## src/rtl/alu_pkg.sv

```systemverilog
// Types and elaboration helpers shared by the ALU datapath blocks.
package alu_pkg;

    typedef struct packed {
        logic cout;
        logic overflow;
        logic zero;
        logic negative;
    } adder_flags_t;

    // The stage count has to split the operand into equal, non-empty chunks.
    function automatic bit adder_params_legal(input int unsigned width, input int unsigned stages);
        return (width >= 2) && (stages >= 1) && ((width % stages) == 0);
    endfunction

endpackage

```

## src/rtl/rca_chunk.sv

```systemverilog
// Combinational ripple-carry adder for one pipeline chunk.
module rca_chunk
#(
    parameter int unsigned WIDTH = 8
) (
    input  logic [WIDTH-1:0] a,
    input  logic [WIDTH-1:0] b,
    input  logic             cin,
    output logic [WIDTH-1:0] sum,
    output logic             cout,
    output logic             c_msb
);

    logic [WIDTH:0] carry;

    always_comb begin
        sum      = '0;
        carry    = '0;
        carry[0] = cin;
        for (int i = 0; i < int'(WIDTH); i++) begin
            sum[i]       = a[i] ^ b[i] ^ carry[i];
            carry[i + 1] = (a[i] & b[i]) | (carry[i] & (a[i] ^ b[i]));
        end
    end

    assign cout  = carry[WIDTH];
    assign c_msb = carry[WIDTH-1];

endmodule

```

## src/rtl/pipelined_carry_adder.sv

```systemverilog
// Add/subtract unit whose carry chain is cut into STAGES registered chunks,
// with a valid/ready handshake and flags derived from the final stage.
module pipelined_carry_adder
    import alu_pkg::*;
#(
    parameter int unsigned WIDTH  = 32,
    parameter int unsigned STAGES = 4
) (
    input  logic             clk,
    input  logic             rst,
    input  logic             in_valid,
    output logic             in_ready,
    input  logic [WIDTH-1:0] A,
    input  logic [WIDTH-1:0] B,
    input  logic             Cin,
    input  logic             Sub,
    output logic             out_valid,
    input  logic             out_ready,
    output logic [WIDTH-1:0] Sum,
    output logic             Cout,
    output logic             Overflow,
    output logic             Zero,
    output logic             Negative
);

    localparam int unsigned CHUNK = WIDTH / STAGES;

    if (!adder_params_legal(WIDTH, STAGES)) begin : g_param_check
        $error("pipelined_carry_adder: WIDTH must be >= 2 and a multiple of STAGES >= 1");
    end

    logic             en;
    logic [WIDTH-1:0] bx;
    logic             c_msb;
    adder_flags_t     flags;

    assign bx       = Sub ? ~B : B;
    // One enable for every stage: the pipeline only stalls as a whole.
    assign en       = !out_valid || out_ready;
    assign in_ready = en;

    for (genvar k = 0; k < STAGES; k++) begin : g_stage
        // Operand bits still unconsumed on entry to this stage, own chunk included.
        localparam int unsigned REM = WIDTH - k * CHUNK;
        localparam int unsigned LOW = (k + 1) * CHUNK;

        logic             valid_in;
        logic             carry_in;
        logic [REM-1:0]   a_rem;
        logic [REM-1:0]   b_rem;
        logic [CHUNK-1:0] sum_chunk;
        logic             carry_out;
        logic             c_msb_w;
        logic [LOW-1:0]   sum_d;

        logic             valid_q;
        logic             carry_q;
        logic [LOW-1:0]   sum_q;

        if (k == 0) begin : g_first
            assign valid_in = in_valid;
            assign carry_in = Cin;
            assign a_rem    = A;
            assign b_rem    = bx;
            assign sum_d    = sum_chunk;
        end else begin : g_chain
            assign valid_in = g_stage[k-1].valid_q;
            assign carry_in = g_stage[k-1].carry_q;
            assign a_rem    = g_stage[k-1].g_upper.a_up_q;
            assign b_rem    = g_stage[k-1].g_upper.b_up_q;
            assign sum_d    = {sum_chunk, g_stage[k-1].sum_q};
        end

        rca_chunk #(
            .WIDTH (CHUNK)
        ) u_chunk (
            .a     (a_rem[CHUNK-1:0]),
            .b     (b_rem[CHUNK-1:0]),
            .cin   (carry_in),
            .sum   (sum_chunk),
            .cout  (carry_out),
            .c_msb (c_msb_w)
        );

        always_ff @(posedge clk or posedge rst) begin
            if (rst) begin
                valid_q <= 1'b0;
            end else if (en) begin
                valid_q <= valid_in;
            end
        end

        // Bubbles leave data untouched, so outputs hold the last real result.
        always_ff @(posedge clk or posedge rst) begin
            if (rst) begin
                carry_q <= 1'b0;
                sum_q   <= '0;
            end else if (en && valid_in) begin
                carry_q <= carry_out;
                sum_q   <= sum_d;
            end
        end

        if (k + 1 < STAGES) begin : g_upper
            logic [REM-CHUNK-1:0] a_up_q;
            logic [REM-CHUNK-1:0] b_up_q;

            always_ff @(posedge clk or posedge rst) begin
                if (rst) begin
                    a_up_q <= '0;
                    b_up_q <= '0;
                end else if (en && valid_in) begin
                    a_up_q <= a_rem[REM-1:CHUNK];
                    b_up_q <= b_rem[REM-1:CHUNK];
                end
            end
        end

        if (k + 1 == STAGES) begin : g_last
            logic c_msb_q;

            always_ff @(posedge clk or posedge rst) begin
                if (rst) begin
                    c_msb_q <= 1'b0;
                end else if (en && valid_in) begin
                    c_msb_q <= c_msb_w;
                end
            end
        end else begin : g_mid
            logic c_msb_unused;
            assign c_msb_unused = c_msb_w;
        end
    end

    assign out_valid = g_stage[STAGES-1].valid_q;
    assign Sum       = g_stage[STAGES-1].sum_q;
    assign c_msb     = g_stage[STAGES-1].g_last.c_msb_q;

    always_comb begin
        flags          = '0;
        flags.cout     = g_stage[STAGES-1].carry_q;
        flags.overflow = c_msb ^ g_stage[STAGES-1].carry_q;
        flags.zero     = ~|Sum;
        flags.negative = Sum[WIDTH-1];
    end

    assign Cout     = flags.cout;
    assign Overflow = flags.overflow;
    assign Zero     = flags.zero;
    assign Negative = flags.negative;

endmodule

```

## config.mk

```make
export PLATFORM = sky130hd
export DESIGN_NAME = pipelined_carry_adder
export DESIGN_NICKNAME = d
export VERILOG_FILES = /design/src/rtl/alu_pkg.sv /design/src/rtl/rca_chunk.sv /design/src/rtl/pipelined_carry_adder.sv
export SDC_FILE = /design/constraint.sdc
export NUM_CORES = 1
export LEC_CHECK = 0
export ABC_CLOCK_PERIOD_IN_PS = 17040
export CORE_UTILIZATION = 30
export CTS_BUF_LIST = sky130_fd_sc_hd__clkbuf_8
export DETAILED_ROUTE_END_ITERATION = 16
export PLACE_DENSITY_LB_ADDON = 0.25
export SETUP_SLACK_MARGIN = 0.2
export SYNTH_ARGS = -nofsm -noshare
export SYNTH_HDL_FRONTEND = slang
export SYNTH_SLANG_ARGS = --single-unit
```

## constraint.sdc

```tcl
create_clock -name clk -period 17.04 [get_ports clk]
set_input_delay 3.408 -clock clk [delete_from_list [all_inputs] [get_ports clk]]
set_output_delay 3.408 -clock clk [all_outputs]
set_load 0.01 [all_outputs]
```

==> results.toml <==
[drt]
drtAntennaViolNets = 0
drc = 0
routed_via_density = 4.52
drt_first_pass_iters = 4
wl_mm = 17.0
vias = 4579
routedWlPerCell_um = 16.8
drtIter0Drc = 100

[cells_and_area]
layout-drive-gt1-share_pct = 27.7
final_nets = 761
fill_cells = 2573
regArea_um2 = 4630
stdcell_area_um2 = 9960
syn_to_final_growth_pct = 20.8
multiInputGateArea_um2 = 3250
utilization_pct = 36.9
diodes = 0

[global_route]
grtUsageTotal_pct = 13.0
grt_pass1_vias = 5185
antenna_found_initial = 0
busiest_layer = "met2"
grt.overflow.total = 0
use_met1_pct = 17.7
grt_pass1_wl_mm = 28.2
met3_usage_pct = 2.67
grt_max_degree = 80
met2_usage_pct = 20.9

[clock_tree]
clockBufferDepth = 2
cts_inserted_buffers = 17
clk_pin_slew_ns = 0.10
postCtsSetupBuffers = 0
hold_buffers = 0
htreeDepth = 4
insertion_delay_ns = 0.46
cts_resized = 0
cts_tree = "built"
cts_root_buffer = "clkbuf_8"
cts.sinks = 185

[die]
chipHeight_um = 168
dieWidth_um = 168
die-area_um2 = 28100
row_count = 60
coreArea_um2 = 27000
start_util_pct = 30.6
ios = 108

[logic_synthesis]
yosys.area.top_type_share_pct = 56.2
yosys.cell_types.count = 25
synth-compound-area-share_pct = 4.72
syn_inst = 560
yosysMostFrequentCell = "dfrtp_1"
synth-simple-area-share_pct = 1.41
synth-seq-cells = 185
async_flop_share_pct = 100
synthMuxAreaShare_pct = 21.9
synth_nets = 662
synthAdderAreaFrac_pct = 7.77
seq_area_frac_synth_pct = 56.2
synth_xor_xnor_area_share_pct = 3.51
ys_warn_count = 0
synth_ff_type = "dfrtp_1"
synthTopCellsByCount = "dfrtp_1, mux2_2, a21oi_1, mux2_4, inv_1"
synth.area.top_cells = "dfrtp_1, mux2_2, mux2_4"
syn_area_per_cell_um2 = 14.7
yosys.area.top_type = "dfrtp_1"
synth.cell_area_um2 = 8240
synth_top_family_by_area = "multiplexers"
synth-edff-count = 0

[power]
power.share.clock_pct = 16.5
ir_worst_vdd_mv = 0.0533
p_comb_share_pct = 39.1
switching_share_pct = 33.5
switchingPower_mw = 0.585
seqPwrFrac_pct = 44.4
p_leak_nw = 4.19
powerDensity_nw_per_um2 = 175
intPower_mw = 1.16

[worst_setup_path]
worstSetupPathType = "input port to output pin"
crit_fanout = 55
required_ns = 13.63
worstPathArrival_ns = 5.14
cp-end-kind = "output pin"
start_kind = "input port"

[placed_design]
io_buffers = 107
place_ws_ns = 8.49
place_area_um2 = 9570
gp_congestion = 0.753
hpwl_mm = 11.5

[timing]
worst_slack_ns = 8.49
fin_skew_ns = 0.0164
fin_crit_ns = 8.55
finalHoldViolations = 0
period_share_pct = 50.2
tightest_slew_ns = 1.06
hold_ws_ns = 0.507
rsz0062_at_grt = "no"
clock.fmax_mhz = 117
final.setup.tns_ns = 0
maxSlewHeadroom_pct = 29.2
setup_viol = 0
maxSlewViolCount = 0

[job]
cap_violations = 0

[worst_hold_path]
hold_class = "flop to flop"

[run_status]
outcome = "finished, final reports clean"
power groups by stage:
stage	Combinational, mW	Sequential [mW]	Clock (mW)
floorplan	0.484	0.762	0
global placement	0.681	0.783	0
finish	0.683	0.776	0.288
global route	0.767	0.806	0.318
CTS	0.701	0.782	0.300
detailed placement	0.698	0.791	0
critical path, cell delays in order:
cell	delay [ns]
clkdlybuf4s50_1	0.45
nand2b_2	0.10
buf_4	0.50
clkdlybuf4s50_1	0.67
sequential cells by signal, summed over array words and instances (netlist names):
name,cells
g_stage.g_upper.b_up_q,48
g_stage.valid_q,3
Sum,32
Cout,1
c_msb,1
out_valid,1
g_stage.sum_q,48
g_stage.carry_q,3
g_stage.g_upper.a_up_q,48
cell type report:
| class | instances | share of cell area [%] |
|---|---|---|
| multi-input combinational | 305 | 32.6 |
| tap | 341 | 4.28 |
| timing repair buffer | 114 | 11.2 |
| inverter | 36 | 1.41 |
| clock inverter | 15 | 1.60 |
| sequential | 185 | 46.5 |
| clock buffer | 17 | 2.35 |
path summary, 6_finish.rpt:
path                       cells past startpoint  slack [ns]                       endpoint                     startpoint
max                                            4        8.49                       in_ready                      out_ready
min                                            1        0.51  g_stage[1].g_upper.b_up_q[10]  g_stage[0].g_upper.b_up_q[18]
max reg2reg                                   13       13.03                        Sum[31]             g_stage[2].carry_q
min reg2reg                                    1        0.51  g_stage[1].g_upper.b_up_q[10]  g_stage[0].g_upper.b_up_q[18]
max in group asynchronous                      3       12.33             g_stage[1].carry_q                            rst
min in group asynchronous                      2        3.45  g_stage[0].g_upper.a_up_q[13]                            rst
kinds of logic after synthesis:
group | count (synthesis)
flops | 185
mux | 143
compound gates | 76
buf+inv | 70
xor+xnor | 33
fa+ha+maj | 32
simple gates | 21
routing by layer:
metal | up-vias | part of all wire [%]
met2 | 93 | 48
met3 | 13 | 3.8
met1 | 2378 | 47
met4 | 0 | 1.2
li1 | 2095 | -
met5 | - | 0
stage by stage:
| step | cells | total power [mW] |
|---|---|---|
| final | 1013 | 1.75 |
| after global routing | 1013 | 1.89 |
| after CTS | 1013 | 1.78 |
| after detailed placement | 981 | 1.49 |
| after global placement | 981 | 1.46 |
| after floorplan | 560 | 1.25 |
cell usage in the layout (no fill, tap or decap):
master	synthesis	layout
dfrtp_1	185	185
clkdlybuf4s50_1	0	106
mux2_2	88	88
a21oi_1	63	63
mux2_4	53	53
inv_1	36	35
fa_1	32	32
xnor2_1	28	28
clkbuf_8	0	17
nor4_1	8	8
a31oi_1	7	7
buf_4	8	7
xor2_1	5	5
inv_8	0	5
nand3_1	4	4
o21ai_0	4	4
inv_6	0	3
clkinv_8	0	3
clkinvlp_4	0	3
nand2_2	0	2
o21ai_1	2	2
nand2_1	4	2
nand4_1	2	2
nand2b_2	0	1
and2_4	1	1
mux2_1	1	1
nor2_1	1	1
mux2i_1	1	1
clkinv_2	0	1
clkinv_4	0	1
buf_2	7	1
(Power assumes the default switching activity.)
